## config.mk

```make
export PLATFORM = sky130hd
export DESIGN_NAME = neuron_core_sequencer
export DESIGN_NICKNAME = d
export VERILOG_FILES = /design/src/rtl/neuron_core_sequencer.sv
export SDC_FILE = /design/constraint.sdc
export NUM_CORES = 1
export LEC_CHECK = 0
export CAP_MARGIN = 10
export CORE_ASPECT_RATIO = 0.75
export CORE_UTILIZATION = 25
export CTS_CLUSTER_SIZE = 14
export DETAILED_ROUTE_END_ITERATION = 6
export GPL_TIMING_DRIVEN = 0
export PLACE_DENSITY_LB_ADDON = 0.05
export SLEW_MARGIN = 20
export SYNTH_ARGS = -nofsm -noshare
export SYNTH_HDL_FRONTEND = slang
export SYNTH_SLANG_ARGS = --single-unit
```

## constraint.sdc

```tcl
create_clock -name CLK -period 4.2 [get_ports CLK]
set_input_delay 0.63 -clock CLK [delete_from_list [all_inputs] [get_ports CLK]]
set_output_delay 0.63 -clock CLK [all_outputs]
set_load 0.02 [all_outputs]
```

## src/rtl/neuron_core_sequencer.sv

```systemverilog
// neuron_core_sequencer
//   Runs one polynomial neuron core over NumNeurons coefficient sets, all on
//   the same scalar input. For each neuron it streams 20 coefficients plus the
//   offset from the coefficient ROM into the core, writes the input and Start,
//   polls Listo/Error, reads the result and emits it with its neuron index.
//   A whole layer runs from one go pulse.
//
// Ports
//   CLK, reset       rising-edge clock, synchronous active-high reset
//   go, in_x         start request (IDLE only) and layer input latched on it
//   busy, done       run in progress / one-cycle end-of-run pulse
//   error            sticky OR of res_error over the run
//   rom_addr/data    coefficient ROM; data sampled one cycle after the address
//   core_*           CPU slave port of the neuron core (readdata combinational)
//   res_*            per-neuron result pulse, index, data and error flag
//
// state  | meaning
// IDLE   | waiting for go
// LOAD   | ROM -> core coefficient stream, step j = 0..NumCoeff
// WRX    | write latched x to the core input register
// START  | write 1 to the core start register
// POLL   | read status each cycle until Listo or poll limit
// RESULT | read the activation output
// EMIT   | present the result for neuron n
// DONE   | end-of-run pulse
module neuron_core_sequencer #(
  parameter int Width        = 32,
  parameter int NumNeurons   = 8,
  parameter int NumCoeff     = 21,
  parameter int AddrInput    = 21,
  parameter int AddrStart    = 22,
  parameter int AddrStatus   = 23,
  parameter int AddrResult   = 24,
  parameter int PollLimit    = 255,
  parameter int RomAddrWidth = 8
) (
  input  logic                    CLK,
  input  logic                    reset,
  input  logic                    go,
  input  logic [Width-1:0]        in_x,
  output logic                    busy,
  output logic                    done,
  output logic                    error,
  output logic [RomAddrWidth-1:0] rom_addr,
  input  logic [Width-1:0]        rom_data,
  output logic                    core_write,
  output logic                    core_read,
  output logic [8:0]              core_address,
  output logic [Width-1:0]        core_writedata,
  input  logic [Width-1:0]        core_readdata,
  output logic                    res_valid,
  output logic [7:0]              res_index,
  output logic [Width-1:0]        res_data,
  output logic                    res_error
);

  localparam int JW = $clog2(NumCoeff + 1);
  localparam int PW = $clog2(PollLimit + 1);

  typedef enum logic [2:0] {
    S_IDLE, S_LOAD, S_WRX, S_START, S_POLL, S_RESULT, S_EMIT, S_DONE
  } state_t;

  state_t            state_q, state_d;
  logic [JW-1:0]     j_q, j_d;
  logic [7:0]        n_q, n_d;
  logic [PW-1:0]     poll_q, poll_d;
  logic [Width-1:0]  x_q, x_d;
  logic              cerr_q, cerr_d;

  logic                    busy_d, done_d, error_d;
  logic [RomAddrWidth-1:0] rom_addr_d;
  logic                    core_write_d, core_read_d;
  logic [8:0]              core_address_d;
  logic [Width-1:0]        core_writedata_d;
  logic                    res_valid_d, res_error_d;
  logic [7:0]              res_index_d;
  logic [Width-1:0]        res_data_d;

  always_comb begin
    state_d          = state_q;
    j_d              = j_q;
    n_d              = n_q;
    poll_d           = poll_q;
    x_d              = x_q;
    cerr_d           = cerr_q;
    error_d          = error;
    res_index_d      = res_index;
    res_data_d       = res_data;
    res_error_d      = res_error;
    rom_addr_d       = rom_addr;
    core_address_d   = core_address;
    core_writedata_d = core_writedata;
    core_write_d     = 1'b0;
    core_read_d      = 1'b0;

    case (state_q)
      S_IDLE: begin
        if (go) begin
          state_d = S_LOAD;
          j_d     = '0;
          n_d     = '0;
          x_d     = in_x;
          error_d = 1'b0;
        end
      end
      S_LOAD: begin
        if (j_q == JW'(NumCoeff)) state_d = S_WRX;
        else                      j_d     = j_q + 1'b1;
      end
      S_WRX:   state_d = S_START;
      S_START: begin
        state_d = S_POLL;
        poll_d  = PW'(1);
      end
      S_POLL: begin
        if (core_readdata[0]) begin
          state_d = S_RESULT;
          cerr_d  = core_readdata[1];
        end else if (poll_q == PW'(PollLimit)) begin
          state_d     = S_EMIT;
          res_index_d = n_q;
          res_data_d  = '0;
          res_error_d = 1'b1;
          error_d     = 1'b1;
        end else begin
          poll_d = poll_q + 1'b1;
        end
      end
      S_RESULT: begin
        state_d     = S_EMIT;
        res_index_d = n_q;
        res_data_d  = core_readdata;
        res_error_d = cerr_q;
        error_d     = error | cerr_q;
      end
      S_EMIT: begin
        if (n_q == 8'(NumNeurons - 1)) begin
          state_d = S_DONE;
        end else begin
          state_d = S_LOAD;
          n_d     = n_q + 1'b1;
          j_d     = '0;
        end
      end
      S_DONE:  state_d = S_IDLE;
      default: state_d = S_IDLE;
    endcase

    // Outputs are decoded from the state being entered so the registered
    // strobes line up with the state they belong to.
    busy_d      = (state_d != S_IDLE);
    done_d      = (state_d == S_DONE);
    res_valid_d = (state_d == S_EMIT);

    case (state_d)
      S_LOAD: begin
        if (j_d < JW'(NumCoeff))
          rom_addr_d = RomAddrWidth'(int'(n_d) * NumCoeff + int'(j_d));
        // rom_data now holds the word addressed in the previous step
        if (j_d != '0) begin
          core_write_d     = 1'b1;
          core_address_d   = 9'(j_d) - 9'd1;
          core_writedata_d = rom_data;
        end
      end
      S_WRX: begin
        core_write_d     = 1'b1;
        core_address_d   = 9'(AddrInput);
        core_writedata_d = x_q;
      end
      S_START: begin
        core_write_d     = 1'b1;
        core_address_d   = 9'(AddrStart);
        core_writedata_d = Width'(1);
      end
      S_POLL: begin
        core_read_d    = 1'b1;
        core_address_d = 9'(AddrStatus);
      end
      S_RESULT: begin
        core_read_d    = 1'b1;
        core_address_d = 9'(AddrResult);
      end
      default: ;
    endcase
  end

  always_ff @(posedge CLK) begin
    if (reset) begin
      state_q        <= S_IDLE;
      j_q            <= '0;
      n_q            <= '0;
      poll_q         <= '0;
      x_q            <= '0;
      cerr_q         <= 1'b0;
      busy           <= 1'b0;
      done           <= 1'b0;
      error          <= 1'b0;
      rom_addr       <= '0;
      core_write     <= 1'b0;
      core_read      <= 1'b0;
      core_address   <= '0;
      core_writedata <= '0;
      res_valid      <= 1'b0;
      res_index      <= '0;
      res_data       <= '0;
      res_error      <= 1'b0;
    end else begin
      state_q        <= state_d;
      j_q            <= j_d;
      n_q            <= n_d;
      poll_q         <= poll_d;
      x_q            <= x_d;
      cerr_q         <= cerr_d;
      busy           <= busy_d;
      done           <= done_d;
      error          <= error_d;
      rom_addr       <= rom_addr_d;
      core_write     <= core_write_d;
      core_read      <= core_read_d;
      core_address   <= core_address_d;
      core_writedata <= core_writedata_d;
      res_valid      <= res_valid_d;
      res_index      <= res_index_d;
      res_data       <= res_data_d;
      res_error      <= res_error_d;
    end
  end

endmodule

```

==> impl_metrics.csv, run 1 <==
group,metric,value,unit
floorplanning,die_h,147,um
setup_path,timing.critical_path.required,4.50,ns
synthesis,post-synth-top-area-fraction,42.9,%
pwr,total_switching_power,1020,uW
floorplanning,starting_density_of_the_core,25.7,%
place,routabilityCongestion,0.769,
finish,final_std_cells_w_o_fill,1399,
setup_path,worst_setup_path_end_kind,"register",
synthesis,synth_top_cells_by_area,"dfxtp_1 43%, nand2_1 7.0%, a21oi_1 6.3%, a211oi_2 5.5%, ha_1 4.3%",
finish,post-route-util,37.8,%
setup_path,worstPathArrival,4.37,ns
timing,final_min_period_over_clock_period,96.7,%
global_route,antenna_found_initial,1,
floorplanning,io_pins,195,
route,number_of_detailed_route_iterations_in_the_first_pass,4,
timing,fin_setup_tns,0,ns
timing,timing_max_transition_violations_final,0,
flow_run,max-cap-violations,0,
synthesis,synth_unique_cells,66,
global_route,grt_use_total,17.3,%
clock_network,insertion_delay,0.43,ns
setup_path,critical_path_peak_fanout,6,
clock_network,tritoncts_clock_tree,"done",
synthesis,post-synth-top-area-cell,"dfxtp_1",
route,detail_route.vias_per_cell,4.59,
finish,layout-drive-gt1-share,13.3,%
route,drtIter0Drc,351,
route,final_antenna_net_count,0,
clock_network,cts.sinks,150,
synthesis,post_synth_inst_count,805,
setup_path,critical_path_class,"reg -> reg",
place,place_inst,1349,
floorplanning,die-area,0.0287,mm^2
route,detail_route.wirelength,24200,um
finish,filler_cell_count_in_the_final_layout,2843,
setup_path,critical-path-slowest-cell,"fa_1",
pwr,share_seq_of_total_power,40.0,%
pwr,ir_drop,0.000296,V
setup_path,cp-start-kind,"register",
synthesis,dominantRegCellSynth,"dfxtp_1",
clock_network,cts_htree_levels,4,
synthesis,netlist_area,0.00701,mm^2
pwr,totalPowerFinal,3860,uW
global_route,global_route_wire_length_before_repair,37900,um
route,via_count,6419,
route,drt-wirelength-per-cell,17.3,um
global_route,first_global_vias,6444,
timing,finalSetupViolCount,0,
setup_path,timing.critical_path.buf_inv,2,
pwr,internal_power,2850,uW
timing,timing.hold.ws,0.454,ns
pwr,power_per_cell_area,375,mW/mm^2
timing,timing.slew.headroom,30.0,%
finish,design.final.nets,1163,
route,drcViolationCount,0,
synthesis,synthesis_stage_register_bit_count,150,
place,port_buffer_cells,193,
clock_network,number_of_cts_inserted_buffers,17,
setup_path,timing.critical_path.cells,"ha_4, nor4b_4, a211o_4, buf_4, a41oi_4, inv_1, ha_1, ha_1, fa_1, ha_1, a21o_1, a21oi_2, o21bai_1, a21oi_2, xnor2_1, xnor2_1, o22ai_1",
pwr,pwr-share-clk,43.1,%
floorplanning,placement_rows,52,
synthesis,synth_seq_area_share,42.9,%
floorplanning,core_area,0.0273,mm^2
setup_path,timing.critical_path.mode_cell,"ha_1",
synthesis,synth-edff-count,0,
clock_network,ctsRootBufferMaster,"clkbuf_16",
global_route,grt.overflow.total,0,
pwr,leakage,0.00382,uW
pwr,p_sw_share,26.3,%
timing,fin_crit,4.06,ns
floorplanning,fp.dieW,195,um
timing,final_hold_viol_count,0,
clock_network,holdBufCountCts,0,
timing,fin_worst_skew,0.0102,ns
finish,syn2layout_area_growth,47.1,%
clock_network,clkTransAtPathRegs,0.07,ns
global_route,grt_start_max_net_pins,17,
timing,worstMarginPinSlew,1.05,ns
synthesis,syn_nets,934,
timing,max_clock_freq,246,MHz
clock_network,max-clock-path-buffers,2,
setup_path,cp_slowest_stage_delay,0.51,ns
setup_path,path_delay_family,"adder cells",
worst_hold_path,class_of_the_most_critical_hold_timing_path,"reg -> reg",
synthesis,synth_warnings,0,
place,place.detailed.hpwl,18000,um
pwr,comb_power_share,16.9,%
status,run_status,"completed",
synthesis,synth_async_sr_flop_share,0,%
synthesis,syn-mean-instance-area,8.70,um^2
==> through the flow <==
| step | worst slack, ns | cell area [um^2] |
|---|---|---|
| after floorplan | 0.114 | 7010 |
| after global placement | -0.921 | 9380 |
| after detailed placement | -0.909 | 9380 |
| after CTS | 0.00790 | 10100 |
| after global routing | -0.0390 | 10300 |
| final | 0.138 | 10300 |
==> state kept, by name, summed over array words and instances, names as in the netlist, 3 cells and up <==
register        count
x_q                32
res_data           32
core_writedata     32
core_address        6
j_q                 5
poll_q              8
res_index           8
state_q             3
n_q                 8
rom_addr            8
==> placed cells by master, fill, tap and decap left out, types with 3 or more instances in the layout <==
cell type	count
and3_1	7
a21o_1	3
a21oi_1	84
nand3_1	45
nand2_1	130
buf_2	3
nand4_1	4
clkbuf_8	6
a211oi_1	4
dfxtp_1	145
inv_2	3
clkbuf_1	42
buf_6	7
ha_1	20
fa_1	6
a31oi_1	6
a211oi_2	32
ha_4	3
clkbuf_16	17
buf_4	21
mux2i_1	10
o21ai_0	9
nor2b_1	9
xnor2_1	11
o21bai_1	3
a21oi_2	5
xor2_1	7
inv_1	27
dfxtp_2	4
clkdlybuf4s50_1	192
nand2b_1	8
nor2_1	74
nor3_1	6
a22oi_1	31
bufinv_16	3
o22ai_1	3
==> worst reg2reg max path: stages (launching register included) <==
cell      delay [ns]
dfxtp_4         0.38
ha_4            0.18
nor4b_4         0.14
a211o_4         0.35
buf_4           0.16
a41oi_4         0.23
inv_1           0.07
ha_1            0.29
ha_1            0.31
fa_1            0.51
ha_1            0.30
a21o_1          0.18
a21oi_2         0.15
o21bai_1        0.10
a21oi_2         0.19
xnor2_1         0.15
xnor2_1         0.14
o22ai_1         0.10
==> layout make-up <==
cell class | count | area (um^2) | area share (%)
antenna | 1 | 2.50 | 0.0243
buffer | 56 | 290 | 2.82
clock buffer | 26 | 519 | 5.04
clock inverter | 6 | 111 | 1.08
inverter | 30 | 113 | 1.09
multi-input combinational | 569 | 3740 | 36.3
sequential | 150 | 3010 | 29.2
tap | 351 | 439 | 4.26
timing repair buffer | 210 | 2070 | 20.1
==> metal layers <==
layer	up-vias	track usage (%)	wire (um)
met5	-	0	0
met4	0	4.49	218
met3	15	7.00	1860
met2	145	23.6	9600
met1	2987	24.7	12500
li1	3272	-	-
==> power groups by stage <==
| stage | combinational (uW) | sequential, uW | clock [uW] |
|---|---|---|---|
| finish | 654 | 1540 | 1660 |
| global placement | 652 | 1580 | 0 |
| detailed placement | 652 | 1580 | 0 |
| CTS | 660 | 1550 | 1710 |
| global route | 704 | 1560 | 1770 |
| floorplan | 284 | 1640 | 0 |
==> timing repair <==
action / in CTS / in global routing
buffers inserted: 8 / 9
gates resized for setup: 27 / 14
endpoints found under the hold margin: 0 / 0
pin swaps: 9 / 6
setup endpoints to repair: 4 / 2
cloned: 0 / 0
==> cell families (layout without fill, tap and decap cells) <==
kind of cell             count (synthesis)  after routing  synth area share [%]
buffers and inverters                   86            328                  5.55
AO/OA/AOI/OAI                          205            205                  21.8
AND/OR/NAND/NOR                        305            305                  19.9
XOR/XNOR                                19             19                  2.48
multiplexers                            10             10                  1.43
adder cells (fa/ha/maj)                 30             30                  6.00
other                                    0              1                     0
flip-flops                             150            150                  42.9
==> cells in the mapped netlist, types with 9 or more instances <==
library cell	n
a211oi_2	31
mux2i_1	10
dfxtp_1	150
xnor2_1	11
a21oi_1	88
nor2_1	75
o21ai_0	11
inv_1	28
nor2b_1	9
nand3_1	45
nand2_1	131
a22oi_1	31
ha_1	24
clkbuf_1	41
==> final timing paths <==
kind,start,to,slack (ns),cells after the start
setup / recovery,n_q[0]$_SDFF_PP0_,rom_addr[7]$_SDFFE_PP0P_,0.14,17
hold / removal,x_q[11]$_SDFFE_PP0P_,x_q[11]$_SDFFE_PP0P_,0.45,2
setup reg to reg,n_q[0]$_SDFF_PP0_,rom_addr[7]$_SDFFE_PP0P_,0.14,17
hold reg to reg,x_q[11]$_SDFFE_PP0P_,x_q[11]$_SDFFE_PP0P_,0.45,2
Power figures use the tool's default switching activity.
==> run 2, diff against run 1 <==
Settings changed: TNS_END_PERCENT set to 20.
==> results of run 2 <==
Same layout as run 1: the final DEF is identical, and so are final timing and power.
==> run 3, diff against run 2 <==
Settings changed: TNS_END_PERCENT 20 to 10.
==> results of run 3 <==
Same layout as run 1: the final DEF is identical, and so are final timing and power.
